===== src/rtl/secuenciador_contador.sv =====
// secuenciador_contador: command sequencer for the 4-bit counter.
// Queues {mode, data, len} commands in a circular FIFO and replays each one as a
// burst of len enabled counter cycles. It also keeps a saturating tally of the
// counter's rco pulses.
module secuenciador_contador #(
  parameter int DEPTH = 4,
  parameter int LEN_W = 8
) (
  input  logic             clk,
  input  logic             reset,
  input  logic             cmd_valid,
  output logic             cmd_ready,
  input  logic [1:0]       cmd_mode,
  input  logic [3:0]       cmd_data,
  input  logic [LEN_W-1:0] cmd_len,
  output logic             enable,
  output logic [1:0]       mode,
  output logic [3:0]       D,
  input  logic             rco,
  output logic             busy,
  output logic             done,
  output logic [7:0]       rco_count
);

  localparam int AW = $clog2(DEPTH);
  localparam int CW = AW + 1;
  localparam logic [CW-1:0] FULL_CNT = CW'(DEPTH);

  typedef enum logic [1:0] {
    IDLE  = 2'd0,
    FETCH = 2'd1,
    RUN   = 2'd2
  } state_t;

  typedef struct packed {
    logic [1:0]       mode;
    logic [3:0]       data;
    logic [LEN_W-1:0] len;
  } cmd_t;

  // FIFO storage and bookkeeping
  cmd_t           mem [DEPTH];
  logic [AW-1:0]  wr_ptr;
  logic [AW-1:0]  rd_ptr;
  logic [CW-1:0]  count;
  logic           push;
  logic           pop;
  cmd_t           head;

  // Sequencer state
  state_t           state;
  state_t           state_next;
  logic [1:0]       mode_r;
  logic [3:0]       d_r;
  logic [LEN_W-1:0] rem;
  logic             null_cmd;
  logic             last_run;

  // Next values of the registered counter-side outputs
  logic       enable_d;
  logic [1:0] mode_d;
  logic [3:0] d_d;
  logic       done_d;

  assign cmd_ready = (count != FULL_CNT);
  assign push      = cmd_valid && cmd_ready;
  // Every path into FETCH guarantees at least one queued command, so FETCH
  // always pops.
  assign pop       = (state == FETCH);
  assign head      = mem[rd_ptr];
  assign busy      = (state != IDLE) || (count != '0);
  assign null_cmd  = (head.len == '0);
  assign last_run  = (rem == LEN_W'(1));

  // Command storage write port.
  // NOTE: the storage array has no reset; the pointers and count define which
  // entries are valid, so clearing the data would only cost logic.
  always_ff @(posedge clk) begin
    if (push) begin
      mem[wr_ptr] <= '{mode: cmd_mode, data: cmd_data, len: cmd_len};
    end
  end

  // FIFO pointers and occupancy; reset discards everything queued.
  // NOTE: sequential state is updated with non-blocking assignments so every
  // register samples the pre-edge values regardless of block ordering.
  always_ff @(posedge clk) begin
    if (!reset) begin
      wr_ptr <= '0;
      rd_ptr <= '0;
      count  <= '0;
    end else begin
      if (push) wr_ptr <= wr_ptr + AW'(1);
      if (pop)  rd_ptr <= rd_ptr + AW'(1);
      unique case ({push, pop})
        2'b10:   count <= count + CW'(1);
        2'b01:   count <= count - CW'(1);
        default: count <= count;
      endcase
    end
  end

  // FSM state register.
  always_ff @(posedge clk) begin
    if (!reset) begin
      state <= IDLE;
    end else begin
      state <= state_next;
    end
  end

  // FSM next-state logic.
  // NOTE: every combinational output gets a default assignment first so no
  // path leaves it unassigned, which would otherwise infer a latch.
  always_comb begin
    state_next = state;
    unique case (state)
      IDLE: begin
        if (count != '0) state_next = FETCH;
      end
      FETCH: begin
        if (null_cmd) begin
          // The head is consumed this cycle, so more work remains only if
          // something sits behind it.
          state_next = (count > CW'(1)) ? FETCH : IDLE;
        end else begin
          state_next = RUN;
        end
      end
      RUN: begin
        if (last_run) state_next = (count != '0) ? FETCH : IDLE;
      end
      default: state_next = IDLE;
    endcase
  end

  // Burst context: latch the popped command and count down its length.
  always_ff @(posedge clk) begin
    if (!reset) begin
      mode_r <= '0;
      d_r    <= '0;
      rem    <= '0;
    end else if (state == FETCH) begin
      mode_r <= head.mode;
      d_r    <= head.data;
      rem    <= head.len;
    end else if (state == RUN) begin
      // RUN is left when rem reaches 1, so this never wraps below zero.
      rem <= rem - LEN_W'(1);
    end
  end

  // FSM output logic: the values the counter should see in the next cycle.
  always_comb begin
    enable_d = 1'b0;
    mode_d   = 2'b00;
    d_d      = 4'h0;
    if (state_next == RUN) begin
      enable_d = 1'b1;
      // On the FETCH->RUN edge the burst context is still being loaded, so
      // take the fields straight from the FIFO head.
      if (state == FETCH) begin
        mode_d = head.mode;
        d_d    = head.data;
      end else begin
        mode_d = mode_r;
        d_d    = d_r;
      end
    end
    done_d = ((state == FETCH) && null_cmd) || ((state == RUN) && last_run);
  end

  // Registered counter-side outputs and completion pulse.
  always_ff @(posedge clk) begin
    if (!reset) begin
      enable <= 1'b0;
      mode   <= 2'b00;
      D      <= 4'h0;
      done   <= 1'b0;
    end else begin
      enable <= enable_d;
      mode   <= mode_d;
      D      <= d_d;
      done   <= done_d;
    end
  end

  // Saturating count of cycles with rco high, independent of the FSM.
  always_ff @(posedge clk) begin
    if (!reset) begin
      rco_count <= '0;
    end else if (rco && (rco_count != 8'hFF)) begin
      rco_count <= rco_count + 8'd1;
    end
  end

endmodule

===== config.mk =====
export PLATFORM = sky130hd
export DESIGN_NAME = secuenciador_contador
export DESIGN_NICKNAME = d
export VERILOG_FILES = /design/src/rtl/secuenciador_contador.sv
export SDC_FILE = /design/constraint.sdc
export NUM_CORES = 1
export LEC_CHECK = 0
export CAP_MARGIN = 40
export CORE_MARGIN = 2
export CORE_UTILIZATION = 40
export CTS_BUF_LIST = sky130_fd_sc_hd__clkbuf_16
export DETAILED_ROUTE_END_ITERATION = 16
export SYNTH_ARGS = -nofsm -noshare
export SYNTH_HDL_FRONTEND = slang
export SYNTH_SLANG_ARGS = --single-unit

===== constraint.sdc =====
create_clock -name clk -period 2.6 [get_ports clk]
set_input_delay 0.52 -clock clk [delete_from_list [all_inputs] [get_ports clk]]
set_output_delay 0.52 -clock clk [all_outputs]
set_load 0.01 [all_outputs]

==> results by group <==
Run status
  • Outcome: finished clean

GRT
  • First-pass GRT wire length: 12.2 mm
  • Tot GR Track Use: 0.142
  • Vias in the first global route: 2459
  • Largest net degree at the start of global routing: 29
  • Initial antenna violation count: 0
  • Grt total ovfl: 0

Routing
  • Post-DRT Antenna Nets: 0
  • Vias: between 2k and 2.5k
  • Routed wire per std cell: 15.3 microns
  • Drt initial violations: 118
  • DR pass1 iterations: 4
  • Via density: between 5 and 6
  • DRC Markers: 0
  • Final WL: ~7.3 mm

Yosys
  • Synth area leaders: edfxtp_1, dfxtp_1, mux4_1
  • Yosys top cell by area: edfxtp_1
  • EDFF count, synth: 56
  • Area of the mapped netlist: between 4000 and 5000 sq um
  • Post-synth top area share: 0.410
  • Syn_nets: around 330
  • Avg Inst Size Synth: 13.9 sq um
  • FF+latch count, synth: 97
  • Synth cell types: 47
  • Async set-reset flop share out of synthesis: 0
  • Register area share after synthesis: 0.610
  • Post-synth top flop: edfxtp_1
  • Mapped Cells: 295
  • Yosys warning count: 0

STA
  • Final period util: 0.930
  • FMAX: 0.414 GHz
  • Min Tclk post-route: 2.42 ns
  • RSZ-0062 raised after global routing: no
  • Final Skew: 0.00617 ns
  • Final Hold Vio Count: 0
  • # setup viols final: 0
  • Final TNS setup: 0 ns
  • Max-slew headroom: 0.553
  • Worst-Margin Slew: 0.667 ns
  • Slew Limit Fails: 0

Pwr
  • Design Power: 0.00473 W
  • Lkg Pwr: ~1.7 nW
  • PwrDens: approximately 960 nW/um^2
  • VDD IR max: 0.449 mV

Setup path
  • RR Endpoint: D[1]
  • Critical path data required time: about 2.8 ns
  • Critical path fanouts, max: 8
  • Arrival time of the worst setup path: roughly 2.6 ns
  • FF-to-FF setup slack: 0.18 ns
  • Critical path startpoint category: register
  • Nature of the critical path endpoint: register
  • Register-to-Register Path Depth: 5
  • WS Path Type: register to register

Layout
  • Sequential cell area: 2500 sq um
  • Commonest non-fill, non-tap cell in the layout: edfxtp_1
  • Multi-input gate area: 1490 sq um
  • Layout net count: 376
  • Antenna diode count: 0
  • # fillers: 850
  • Share of cells above drive strength 1: 0.104
  • Commonest non-fill, non-tap cells in the layout: edfxtp_1, dfxtp_1, clkdlybuf4s50_1, nor2_1, ha_1
  • Synth-to-Final Area Change: 20.5%
  • Non-filler cells in the finished layout: 480

CTS
  • Post-CTS repair timing setup buffer count: 0
  • CTS tree: built
  • Max clock buf depth: 2
  • Clock slew at reported path FFs: around 0.06 ns
  • # clock sinks: 97
  • Cts hold-fix bufs: 0
  • Number of CTS-inserted buffers: 9
  • Post-CTS sizing: 0
  • CTS Root Cell: clkbuf_16
  • # H-tree levels: 3
  • Worst skew pair latency: 0.34 ns

Floorplan
  • Initial Util: 0.416
  • Die Ht: 105 microns
  • I/O pin total: 36
  • Core area: 9860 sq um
  • Die X: approximately 110 microns
  • Site Rows: 36
  • Die area: 11100 sq um

Worst hold path
  • Critical hold path startpoint: d_r[0]
  • Hold path depth: 2
  • Hold endpoint: d_r[0]
  • Min-Delay Path Class: register to register

Place
  • IO Port Bufs: 35
  • Final Wtd Congestion: 0.756
  • Hpwl dp: 5.07 mm
  • Inst Count DP: around 460

Run
  • Max cap viols: 0
routing by layer:
metal	vias up	share of wire	GRT usage
met3	9	0.036	0.0340
met2	52	0.46	0.224
li1	1215	-	-
met4	0	0.015	0.0533
met5	-	0	0
met1	1209	0.49	0.189
cell type report:
cell class / instances / area share
timing repair buffer: 46 / 0.0876
sequential: 97 / 0.506
clock buffer: 9 / 0.0455
clock inverter: 7 / 0.0159
multi-input combinational: 175 / 0.301
tap: 133 / 0.0337
inverter: 13 / 0.00987
worst max path at each step:
stage / from / end / slack (ns)
6_report: register / D[1] / 0.18
5_1_grt: register / D[3] / 0.07
2_1_floorplan: register / D[0] / 0.56
3_5_place_dp: register / D[1] / 0.20
4_1_cts: register / D[1] / 0.18
3_3_place_gp: register / mode[0] / 0.29
power by group:
part / internal, W / switching (W)
clock: 0.000755 / 0.000561
sequential: 0.00184 / 0.000159
combinational: 0.000678 / 0.000735
total: 0.00328 / 0.00145
flip-flops by register name (all words and copies together), names as in the netlist, named ones only:
register	flops
mem	56
mode	2
done	1
rem	8
D	4
enable	1
d_r	4
rd_ptr	2
rco_count	8
state	2
count	3
wr_ptr	2
mode_r	2
critical path, stage by stage (launching register included):
cell	delay [ns]
dfxtp_1	0.57
buf_4	0.26
mux4_2	0.54
or4_4	0.53
o21ai_4	0.24
a2111oi_1	0.13
Yosys cell counts, drive strengths merged (3+ instances only):
| master | n |
|---|---|
| a2111oi | 6 |
| a211oi | 7 |
| a21oi | 12 |
| and2 | 5 |
| and3 | 3 |
| buf | 6 |
| clkbuf | 4 |
| dfxtp | 41 |
| edfxtp | 56 |
| ha | 16 |
| inv | 13 |
| mux2i | 11 |
| mux4 | 14 |
| nand2 | 11 |
| nand2b | 3 |
| nand4 | 3 |
| nor2 | 32 |
| nor3 | 3 |
| o211ai | 3 |
| o21ai | 11 |
| or4 | 4 |
| xor2 | 7 |
cells by family (layout without fill, tap and decap cells):
family / after synthesis / count (layout) / synth area share
AOI/OAI and AO/OA: 53 / 53 / 0.0930
and+or+nand+nor: 72 / 72 / 0.0884
adders and majority gates: 16 / 16 / 0.0488
xor gates and xnor gates: 9 / 9 / 0.0192
DFF: 97 / 97 / 0.610
buffers and inverters: 23 / 75 / 0.0268
muxes: 25 / 25 / 0.114
per-stage QoR:
step	util	setup WS (ns)	hold WS [ns]	cell area (sq um)
after CTS	0.501	0.176	0.494	4940
after global placement	0.470	0.285	0.476	4640
final	0.501	0.182	0.488	4940
after detailed placement	0.470	0.200	0.478	4640
after global routing	0.501	0.0676	0.517	4940
after floorplan	-	0.555	0.456	4100
No activity file was read; power rests on OpenSTA's default activity.
